[src/rtl/ram_pkg.sv]
// Shared widths and FSM encoding for the buffer RAM reader/writer pair.
// No logic; types and defaults only.
// Not applicable (no handshake).
package ram_pkg;
    localparam int RAM_DATA_W = 8;
    localparam int RAM_ADDR_W = 8;
    localparam int RAM_DEPTH  = 1 << RAM_ADDR_W;

    typedef enum logic [1:0] {
        IDLE  = 2'd0,
        READ  = 2'd1,
        DRAIN = 2'd2
    } rd_state_t;
endpackage

[src/rtl/skid_fifo2.sv]
// Two-entry FIFO whose head is held in a register and presented directly as dout/vld.
// Latency: push visible on dout/vld the cycle after the push.
// Backpressure: head holds while pop=0; caller must never push into a full FIFO without popping.
module skid_fifo2 #(
    parameter int W = 8
) (
    input  logic         clk,
    input  logic         rst,
    input  logic         push,
    input  logic [W-1:0] din,
    input  logic         pop,
    output logic [W-1:0] dout,
    output logic         vld,
    output logic [1:0]   cnt
);
    logic [W-1:0] slot1;
    logic         do_pop;

    assign vld    = (cnt != 2'd0);
    assign do_pop = pop & vld;

    always_ff @(posedge clk or posedge rst) begin
        if (rst) begin
            dout  <= '0;
            slot1 <= '0;
            cnt   <= 2'd0;
        end else begin
            case ({push, do_pop})
                2'b10: begin
                    if (cnt == 2'd0) dout  <= din;
                    else             slot1 <= din;
                    cnt <= cnt + 2'd1;
                end
                2'b01: begin
                    dout <= slot1;
                    cnt  <= cnt - 2'd1;
                end
                2'b11: begin
                    // Count unchanged; the second slot shifts up when both are occupied.
                    if (cnt == 2'd2) begin
                        dout  <= slot1;
                        slot1 <= din;
                    end else begin
                        dout <= din;
                    end
                end
                default: ;
            endcase
        end
    end
endmodule

[src/rtl/ram_rd_stream.sv]
// Reads a burst of len words from the buffer RAM and streams them out; RD_STREAM_CNT_EN adds burst_cnt.
// Latency: start -> rd_en +1 cycle -> m_valid +3 cycles; 1 beat/cycle sustained.
// Backpressure: credit-gated reads into a 2-entry skid FIFO, so stalls never drop or repeat a beat.
module ram_rd_stream
    import ram_pkg::*;
#(
    parameter int DATA_W = RAM_DATA_W,
    parameter int ADDR_W = RAM_ADDR_W,
    parameter int DEPTH  = RAM_DEPTH
) (
    input  logic              clk,
    input  logic              rst,
    input  logic              start,
    input  logic [ADDR_W-1:0] start_addr,
    input  logic [ADDR_W:0]   len,
    output logic              busy,
    output logic              done,
    output logic              rd_en,
    output logic [ADDR_W-1:0] rd_addr,
    input  logic [DATA_W-1:0] rd_data,
`ifdef RD_STREAM_CNT_EN
    output logic [15:0]       burst_cnt,
`endif
    output logic [DATA_W-1:0] m_data,
    output logic              m_valid,
    input  logic              m_ready,
    output logic              m_last
);
    localparam logic [ADDR_W:0] LEN_MAX = (ADDR_W+1)'(DEPTH);
    localparam logic [ADDR_W:0] ONE     = (ADDR_W+1)'(1);

    rd_state_t         state, state_nxt;
    logic [ADDR_W:0]   len_q, issued, beat;
    logic [ADDR_W-1:0] addr_q;
    logic              pend, pop, last_hs, go;
    logic [1:0]        fifo_cnt;
    logic [2:0]        occ;

    assign busy    = (state != IDLE);
    assign rd_addr = addr_q;
    assign pop     = m_valid & m_ready;
    assign go      = (state == IDLE) && start && (len != '0);
    // Occupancy once this cycle settles: stored + data returning from RAM - beat leaving.
    assign occ     = {1'b0, fifo_cnt} + {2'b00, pend} - {2'b00, pop};
    assign m_last  = m_valid && (beat == len_q - ONE);
    assign last_hs = pop & m_last;

    always_comb begin
        state_nxt = state;
        rd_en     = 1'b0;
        case (state)
            IDLE:  if (go) state_nxt = READ;
            READ: begin
                if (issued == len_q) state_nxt = DRAIN;
                else if (occ < 3'd2) rd_en = 1'b1;
            end
            DRAIN: if (last_hs) state_nxt = IDLE;
            default: state_nxt = IDLE;
        endcase
    end

    always_ff @(posedge clk or posedge rst) begin
        if (rst) begin
            state  <= IDLE;
            pend   <= 1'b0;
            done   <= 1'b0;
            addr_q <= '0;
            len_q  <= '0;
            issued <= '0;
            beat   <= '0;
        end else begin
            state <= state_nxt;
            pend  <= rd_en;
            done  <= ((state == IDLE) && start && (len == '0)) || ((state == DRAIN) && last_hs);
            if (go) begin
                addr_q <= start_addr;
                len_q  <= (len > LEN_MAX) ? LEN_MAX : len;
                issued <= '0;
                beat   <= '0;
            end else begin
                if (rd_en) begin
                    addr_q <= addr_q + 1'b1;
                    issued <= issued + ONE;
                end
                if (pop) beat <= beat + ONE;
            end
        end
    end

    skid_fifo2 #(.W(DATA_W)) u_fifo (
        .clk  (clk),
        .rst  (rst),
        .push (pend),
        .din  (rd_data),
        .pop  (pop),
        .dout (m_data),
        .vld  (m_valid),
        .cnt  (fifo_cnt)
    );

`ifdef RD_STREAM_CNT_EN
    always_ff @(posedge clk or posedge rst) begin
        if (rst)                                  burst_cnt <= 16'd0;
        else if (done && burst_cnt != 16'hFFFF)   burst_cnt <= burst_cnt + 16'd1;
    end
`endif
endmodule

[config.mk]
export PLATFORM = sky130hd
export DESIGN_NAME = ram_rd_stream
export DESIGN_NICKNAME = d
export VERILOG_FILES = /design/src/rtl/ram_pkg.sv /design/src/rtl/skid_fifo2.sv /design/src/rtl/ram_rd_stream.sv
export SDC_FILE = /design/constraint.sdc
export NUM_CORES = 1
export LEC_CHECK = 0
export CAP_MARGIN = 20
export CELL_PAD_IN_SITES_DETAIL_PLACEMENT = 0
export CELL_PAD_IN_SITES_GLOBAL_PLACEMENT = 1
export CORE_AREA = 2 2 76 107
export DETAILED_ROUTE_END_ITERATION = 7
export DIE_AREA = 0 0 78 109
export PLACE_DENSITY = 0.85
export SLEW_MARGIN = 20
export SYNTH_ARGS = -nofsm -noshare
export SYNTH_HDL_FRONTEND = slang
export SYNTH_SLANG_ARGS = --single-unit
export TNS_END_PERCENT = 5
[constraint.sdc]
create_clock -name clk -period 8.2 [get_ports clk]
set_input_delay 1.64 -clock clk [delete_from_list [all_inputs] [get_ports clk]]
set_output_delay 1.64 -clock clk [all_outputs]
set_load 0.05 [all_outputs]
==> flow_summary.ini, run 1 <==
[yosys]
synth_nets = 392
yosysMostFrequentCell = dfrtp_1
async_reset_ff_frac = 1.00
yosys.area.top_type = dfrtp_1
synth_edf_count = 0
synthTopCellsByCount = 57 x dfrtp_1, 39 x nand2_1, 27 x nor2_1
yosys_warnings = 0
synth_area_um2 = 3260
syn_area_per_cell_um2 = 9.22
postSynthCellCount = 354
synth-main-ff-cell = dfrtp_1
synth_cell_types = 46
seq_area_frac_synth = 0.437
ys_seq_elements = 57
ys_top_cells_by_area = dfrtp_1 44%, xnor2_1 4.6%, nand2_1 4.5%
synth_top_area_frac = 0.437

[grt]
gr-usage-met2 = 0.315
grt.total_usage = 0.182
grt_pass1_vias = 2596
grtUsageMet1 = 0.216
grt_pass1_wl_um = 12100
grt_max_degree = 58
grt_util_met3 = 0.0406
antenna_found_initial = 0
busiest_layer = met2
grt_overflow_total = 0

[clocking]
cts_buffers = 9
cts-resized-gates = 0
cts_hold_buffers = 0
cts_tree = done
cts.sinks = 57
clk_pin_slew_ps = 60
cts_htree_levels = 3
clock_latency_ps = 340
postCtsSetupBuffers = 0
cts_root_buffer = clkbuf_8
clock_path_buffers = 2

[power]
power_per_cell_area_nw_per_um2 = 390
p_switching_uw = 704
irDropWorstVdd_mv = 0.183
power_frac_seq = 0.315
p_leak_uw = 0.00177
clock_power_share = 0.192
intPower_uw = 881
swShare = 0.444
comb_power_share = 0.494

[critical_path]
crit_fanout = 16
r2r_cells = 9
worstPathArrival_ps = 4630
r2r_start = u_fifo.cnt[1]$_DFFE_PP0P_
end_kind = primary output
path_cells = clkdlybuf4s50_1 -> o21a_1 -> ha_1 -> nor2_1 -> fa_1 -> nand3b_1 -> a31o_2 -> inv_2 -> clkdlybuf4s50_1
start_kind = input pin
cp.required_ps = 6560
regToRegSetupSlack_ps = 5540
crit_slowest_cell = clkdlybuf4s50_1
r2r_end = issued[7]$_DFFE_PP0P_
slowest_delay_ps = 860
path_class = in2out
cpMostUsedCell = clkdlybuf4s50_1

[sta]
max_freq_mhz = 159
fin_crit_ps = 6270
fin_crit_sh = 0.765
hold_violations = 0
finalSetupViolCount = 0
skew_ps = 9.83
relSlewSlack = 0.335
drv_slew = 0
rsz0062_at_grt = no
tightest_slew_ps = 997
fin_tns_setup_ps = 0

[placed_design]
dpl.hpwl_um = 5090
dp_cells = 488
port_buffers = 49
gp_congestion = 0.821

[drt]
first_pass_iters = 4
vias_per_cell = 5.30
routed_wl_um = 7060
drc = 0
drt_iter0_markers = 100
route.vias.total = 2670
route.antenna.remaining_nets = 0
avgRoutedWirePerCell_um = 14.0

[min_path]
min_to = u_fifo.dout[3]$_DFFE_PP0P_
hold_depth = 2
hold_class = reg2reg
worstHoldStart = u_fifo.dout[3]$_DFFE_PP0P_

[die]
core_area_um2 = 7610
ios = 50
die_x_um = 78
die_y_um = 109
die_area_um2 = 8500
initial_core_util = 0.429
num_rows = 38

[finish]
utilization = 0.534
final_nets = 437
n_antenna_cell = 0
drive_gt1_frac = 0.0941
syn2layout_area_growth_pct = 24.3
final_cells = 504

[job]
cap_violations = 0

[outcome]
outcome = finished clean
flip-flops by register name, summed over array words and instances (netlist names):
| name | flops |
|---|---|
| u_fifo.cnt | 2 |
| beat | 9 |
| rd_addr | 8 |
| u_fifo.slot1 | 8 |
| done | 1 |
| issued | 9 |
| len_q | 9 |
| state | 2 |
| u_fifo.dout | 8 |
| pend | 1 |
routing by layer:
layer,vias up,wire (µm)
li1,1329,-
met1,1275,3080
met2,54,3560
met3,12,267
met4,0,150
met5,-,0
worst max-delay path, delay by kind of cell:
kind,cells,cell delay [ps]
simple gates,2,310
compound gates,2,430
buf+inv,3,1600
fa+ha+maj,2,650
cell usage in the layout (no fill, tap or decap), types with 3 or more instances in the layout:
cell             instances
o21ai_0                 22
a21oi_1                 12
nand4_1                  6
clkbuf_8                11
or3_1                   10
clkdlybuf4s50_1         49
nand2_1                 39
a22oi_1                  9
dfrtp_1                 57
nor2_1                  27
ha_1                     8
buf_4                    3
a31o_2                   4
xnor2_1                 17
nand3_1                 14
nor2b_1                  5
inv_1                   14
a31oi_1                  8
nand3b_1                 8
nand2b_1                 5
and3_1                   4
or4_1                    3
mux2i_1                  5
mux2_2                   8
nor3_1                   7
xor2_1                  15
cell type report:
class	count	area, µm²
Multi-Input combinational cell	263	1700
Tap cell	100	125
Timing Repair Buffer	52	513
Clock inverter	4	75.1
Inverter	16	60.1
Fill cell	712	3550
Sequential cell	57	1430
Clock buffer	12	155
how the worst max path moves through the flow:
| stage | cells after the start | to | slack, ps | startpoint |
|---|---|---|---|---|
| 6_report | 9 | rd_en | 1930 | m_ready |
| 5_1_grt | 9 | rd_en | 1800 | m_ready |
| 4_1_cts | 9 | rd_en | 1890 | m_ready |
| 3_5_place_dp | 9 | rd_en | 1890 | m_ready |
| 3_3_place_gp | 9 | rd_en | 1950 | m_ready |
| 2_1_floorplan | 8 | rd_en | 3190 | m_ready |
power by group through the flow:
stage               clock (µW)  sequential [µW]  combinational, µW
floorplan                    0              581                495
global placement             0              499                767
detailed placement           0              504                786
CTS                        309              499                789
global route               322              517                864
finish                     304              498                783
through the flow:
stage          hold WS [ps]  power (µW)  area (µm²)  setup slack (ps)
5_1_grt                 504        1700        4060              1800
3_3_place_gp            459        1270        3820              1950
4_1_cts                 483        1600        4050              1890
6_report                479        1580        4060              1930
3_5_place_dp            469        1290        3820              1890
2_1_floorplan           482        1080        3260              3190
kinds of logic (layout without fill, tap and decap cells):
| group | Yosys count | count (layout) | synth area share |
|---|---|---|---|
| flops | 57 | 57 | 0.437 |
| xor+xnor | 32 | 32 | 0.0859 |
| buf+inv | 34 | 84 | 0.0429 |
| mux | 13 | 13 | 0.0429 |
| compound gates | 70 | 70 | 0.136 |
| fa+ha+maj | 9 | 9 | 0.0368 |
| simple gates | 139 | 139 | 0.218 |
Note: power is estimated with default switching activity, not from simulation.
==> run 2, diff against run 1 <==
--- a/config.mk
+++ b/config.mk
@@ -8,10 +8,10 @@
 export CAP_MARGIN = 20
 export CELL_PAD_IN_SITES_DETAIL_PLACEMENT = 0
 export CELL_PAD_IN_SITES_GLOBAL_PLACEMENT = 1
-export CORE_AREA = 2 2 76 107
+export CORE_AREA = 2 2 79 111
 export DETAILED_ROUTE_END_ITERATION = 7
-export DIE_AREA = 0 0 78 109
-export PLACE_DENSITY = 0.85
+export DIE_AREA = 0 0 81 113
+export PLACE_DENSITY = 0.8
 export SLEW_MARGIN = 20
 export SYNTH_ARGS = -nofsm -noshare
 export SYNTH_HDL_FRONTEND = slang
==> constraint.sdc (replaced) <==
create_clock -name clk -period 5.9 [get_ports clk]
set_input_delay 1.18 -clock clk [delete_from_list [all_inputs] [get_ports clk]]
set_output_delay 1.18 -clock clk [all_outputs]
set_load 0.05 [all_outputs]
==> flow_summary.ini, run 2 (same netlist as run 1, synthesis figures left out) <==
[finish]
final_nets = 438
final_cell_mix = 57 x dfrtp_1, 49 x clkdlybuf4s50_1, 39 x nand2_1, 27 x nor2_1, 22 x o21ai_0
syn2layout_area_growth_pct = 28.9
fillers = 765
n_antenna_cell = 0
reg.largest.list = beat: 9 flops, issued: 9 flops, len_q: 9 flops
drive_gt1_frac = 0.0988
layout_commonest_cell = dfrtp_1
final_cells = 507
fin_area_um2 = 4210

[clocking]
cts-resized-gates = 0
cts_tree = done
clock_path_buffers = 2
clock_latency_ps = 330
cts_hold_buffers = 0
cts_htree_levels = 3
cts.sinks = 57
cts_root_buffer = clkbuf_16
cts_buffers = 9
postCtsSetupBuffers = 0
clk_pin_slew_ps = 50

[placed_design]
port_buffers = 49
dpl.hpwl_um = 5120
dp_cells = 491
gp_congestion = 0.855
detailed_place.area_um2 = 3830

[grt]
antenna_found_initial = 0
grt_max_degree = 58
grt_pass1_vias = 2543
grt.total_usage = 0.171
grt_pass1_wl_um = 11900
grt_overflow_total = 0

[drt]
first_pass_iters = 4
drc = 0
routed_wl_um = 7110
vias_per_cell = 5.29
drt_iter0_markers = 105
avgRoutedWirePerCell_um = 14.0
route.vias.total = 2683
route.antenna.remaining_nets = 0

[die]
num_rows = 39
die_y_um = 113
initial_core_util = 0.403
die_area_um2 = 9150
die_x_um = 81
ios = 50
core_area_um2 = 8100

[sta]
hold_violations = 0
tightest_slew_ps = 988
skew_ps = 7.39
relSlewSlack = 0.341
fin_crit_sh = 0.870
max_freq_mhz = 195
rsz0062_at_grt = no
drv_slew = 0
finalSetupViolCount = 0
fin_tns_setup_ps = 0
fin_crit_ps = 5130

[outcome]
outcome = finished clean

[min_path]
hold_class = reg2reg
hold_depth = 2

[job]
cap_violations = 0

[critical_path]
cp.required_ps = 4720
path_class = in2out
worstPathArrival_ps = 3950
end_kind = primary output
crit_fanout = 9
start_kind = input pin
r2r_cells = 10

[power]
p_leak_uw = 0.00183
irDropWorstVdd_mv = 0.292
total_power_uw = 2430
power_per_cell_area_nw_per_um2 = 577
[run 2: layer usage]
| layer | track usage | wire, µm | vias to the layer above |
|---|---|---|---|
| met5 | 0 | 0 | - |
| met1 | 0.211 | 3130 | 1279 |
| li1 | - | - | 1337 |
| met2 | 0.271 | 3490 | 54 |
| met4 | 0.0870 | 180 | 0 |
| met3 | 0.0470 | 307 | 13 |
[run 2: where the power goes]
group	switching, µW	total, µW	internal, µW	leakage, µW
clock	183	638	454	0.000168
sequential	160	693	533	0.000724
combinational	657	1100	439	0.000941
[run 2: worst paths after layout]
check / slack (ps) / end / start
min: 480 / u_fifo.dout[5]$_DFFE_PP0P_ / u_fifo.dout[5]$_DFFE_PP0P_
max: 770 / rd_en / m_ready
max in group asynchronous: 4050 / beat[4]$_DFFE_PP0P_ / rst
min in group asynchronous: 1370 / rd_addr[0]$_DFFE_PP0P_ / rst
max reg2reg: 3190 / issued[8]$_DFFE_PP0P_ / u_fifo.cnt[1]$_DFFE_PP0P_
min reg2reg: 480 / u_fifo.dout[5]$_DFFE_PP0P_ / u_fifo.dout[5]$_DFFE_PP0P_
[run 2: final cells by class]
type / instances / area, µm² / area share
clock buffer: 9 / 225 / 0.0535
sequential: 57 / 1430 / 0.339
multi-input combinational: 263 / 1700 / 0.405
timing repair buffer: 53 / 520 / 0.124
tap: 102 / 128 / 0.0303
clock inverter: 7 / 143 / 0.0339
inverter: 16 / 60.1 / 0.0143
[run 2: critical path, cell delays in order]
cell and delay [ps]:
clkdlybuf4s50_1 490, o21a_1 150, ha_1 220, nor2_1 120, fa_1 430, nand3b_1 190, a31o_2 300, inv_2 70
clkdlybuf4s50_1 790
[run 2: through the flow]
step,hold slack (ps),util,setup WS [ps]
detailed placement,474,0.473,747
global placement,462,0.473,786
global route,506,0.519,657
finish,479,0.519,769
floorplan,482,-,1810
CTS,486,0.519,747
==> run 3, diff against run 2 <==
--- a/config.mk
+++ b/config.mk
@@ -9,10 +9,10 @@
 export CELL_PAD_IN_SITES_DETAIL_PLACEMENT = 0
 export CELL_PAD_IN_SITES_GLOBAL_PLACEMENT = 1
 export CORE_AREA = 2 2 79 111
+export CTS_CLUSTER_SIZE = 40
 export DETAILED_ROUTE_END_ITERATION = 7
 export DIE_AREA = 0 0 81 113
 export PLACE_DENSITY = 0.8
-export SLEW_MARGIN = 20
 export SYNTH_ARGS = -nofsm -noshare
 export SYNTH_HDL_FRONTEND = slang
 export SYNTH_SLANG_ARGS = --single-unit
==> flow_summary.ini, run 3 (same netlist as run 1, synthesis figures left out) <==
[drt]
drc = 0
routed_wl_um = 7100
first_pass_iters = 4
route.antenna.remaining_nets = 0
route.vias.total = 2692
drt_iter0_markers = 88
avgRoutedWirePerCell_um = 14.0
vias_per_cell = 5.30

[die]
core_area_um2 = 8100
die_y_um = 113
initial_core_util = 0.403
die_x_um = 81
die_area_um2 = 9150
num_rows = 39
ios = 50

[placed_design]
detailed_place.area_um2 = 3830
post-place-ws_ps = 747
dpl.hpwl_um = 5120
gp_congestion = 0.855
port_buffers = 49

[grt]
gr-usage-met2 = 0.271
grt_overflow_total = 0
grt_pass1_vias = 2543
antenna_found_initial = 0
grt_pass1_wl_um = 11900
grt.total_usage = 0.171
grtUsageMet1 = 0.211
grt_max_degree = 58
busiest_layer = met2
grt_util_met3 = 0.0470

[sta]
tightest_slew_ps = 988
timing.hold.ws_ps = 479
max_freq_mhz = 195
fin_crit_ps = 5130
finalSetupViolCount = 0
skew_ps = 6.06
rsz0062_at_grt = no
relSlewSlack = 0.341
hold_violations = 0
drv_slew = 0
setup_slack_ps = 769
fin_crit_sh = 0.870
fin_tns_setup_ps = 0

[critical_path]
start_kind = input pin
cp.required_ps = 4720
path_class = in2out
crit_fanout = 9
worstPathArrival_ps = 3950
end_kind = primary output

[finish]
syn2layout_area_growth_pct = 28.9
final_nets = 439
fin_area_um2 = 4210
n_antenna_cell = 0
layout_commonest_cell = dfrtp_1
reg.largest.list = beat: 9 flops, issued: 9 flops, len_q: 9 flops
drive_gt1_frac = 0.0985
final_cell_mix = 57 x dfrtp_1, 49 x clkdlybuf4s50_1, 39 x nand2_1, 27 x nor2_1, 22 x o21ai_0

[power]
total_power_uw = 2430
power_frac_seq = 0.286
p_switching_uw = 997
clock_power_share = 0.263
intPower_uw = 1430
swShare = 0.411
power_per_cell_area_nw_per_um2 = 576
irDropWorstVdd_mv = 0.290
comb_power_share = 0.452
p_leak_uw = 0.00184

[clocking]
cts_root_buffer = clkbuf_16
cts_htree_levels = 3
clk_pin_slew_ps = 50
clock_latency_ps = 330
cts_tree = done
cts_hold_buffers = 0
cts-resized-gates = 0
cts_buffers = 9
cts.sinks = 57
postCtsSetupBuffers = 0
clock_path_buffers = 2

[outcome]
outcome = finished clean

[job]
cap_violations = 0

[min_path]
hold_class = reg2reg
-- run 3: cell types whose count changed in the layout (fill, tap and decap cells not counted), sizes merged --
cell / change
buf: +1
-- run 3: path summary, 6_finish.rpt --
check | start | endpoint | slack, ps | depth (start not counted)
max in group asynchronous | rst | beat[4]$_DFFE_PP0P_ | 4050 | 3
min | u_fifo.dout[7]$_DFFE_PP0P_ | u_fifo.dout[7]$_DFFE_PP0P_ | 480 | 2
min reg2reg | u_fifo.dout[7]$_DFFE_PP0P_ | u_fifo.dout[7]$_DFFE_PP0P_ | 480 | 2
max reg2reg | u_fifo.cnt[1]$_DFFE_PP0P_ | issued[7]$_DFFE_PP0P_ | 3200 | 10
min in group asynchronous | rst | rd_addr[0]$_DFFE_PP0P_ | 1370 | 3
max | m_ready | rd_en | 770 | 9
-- run 3: final cells by class --
type / count / area, µm²
Fill cell: 765 / 3890
Timing Repair Buffer: 54 / 528
Inverter: 16 / 60.1
Multi-Input combinational cell: 263 / 1700
Clock buffer: 9 / 225
Tap cell: 102 / 128
Sequential cell: 57 / 1430
Clock inverter: 7 / 143
-- run 3: per-layer routing --
layer	wire, µm	vias up
met5	0	-
met4	184	0
met3	316	13
met2	3500	62
met1	3090	1276
li1	-	1341
-- run 3: power groups by stage --
stage / combinational, µW / clock, µW / sequential, µW
2_1_floorplan: 688 / 0 / 807
3_3_place_gp: 1080 / 0 / 693
3_5_place_dp: 1100 / 0 / 700
4_1_cts: 1110 / 651 / 694
5_1_grt: 1210 / 666 / 718
6_report: 1100 / 637 / 692
-- run 3: stage by stage --
stage	util	std cells
after global routing	0.519	508
after CTS	0.519	507
after detailed placement	0.473	491
after floorplan	-	354
final	0.519	508
after global placement	0.473	491
-- run 3: critical path, stage by stage --
cell	delay (ps)
clkdlybuf4s50_1	490
o21a_1	150
ha_1	220
nor2_1	120
fa_1	430
nand3b_1	190
a31o_2	300
inv_2	70
clkdlybuf4s50_1	790
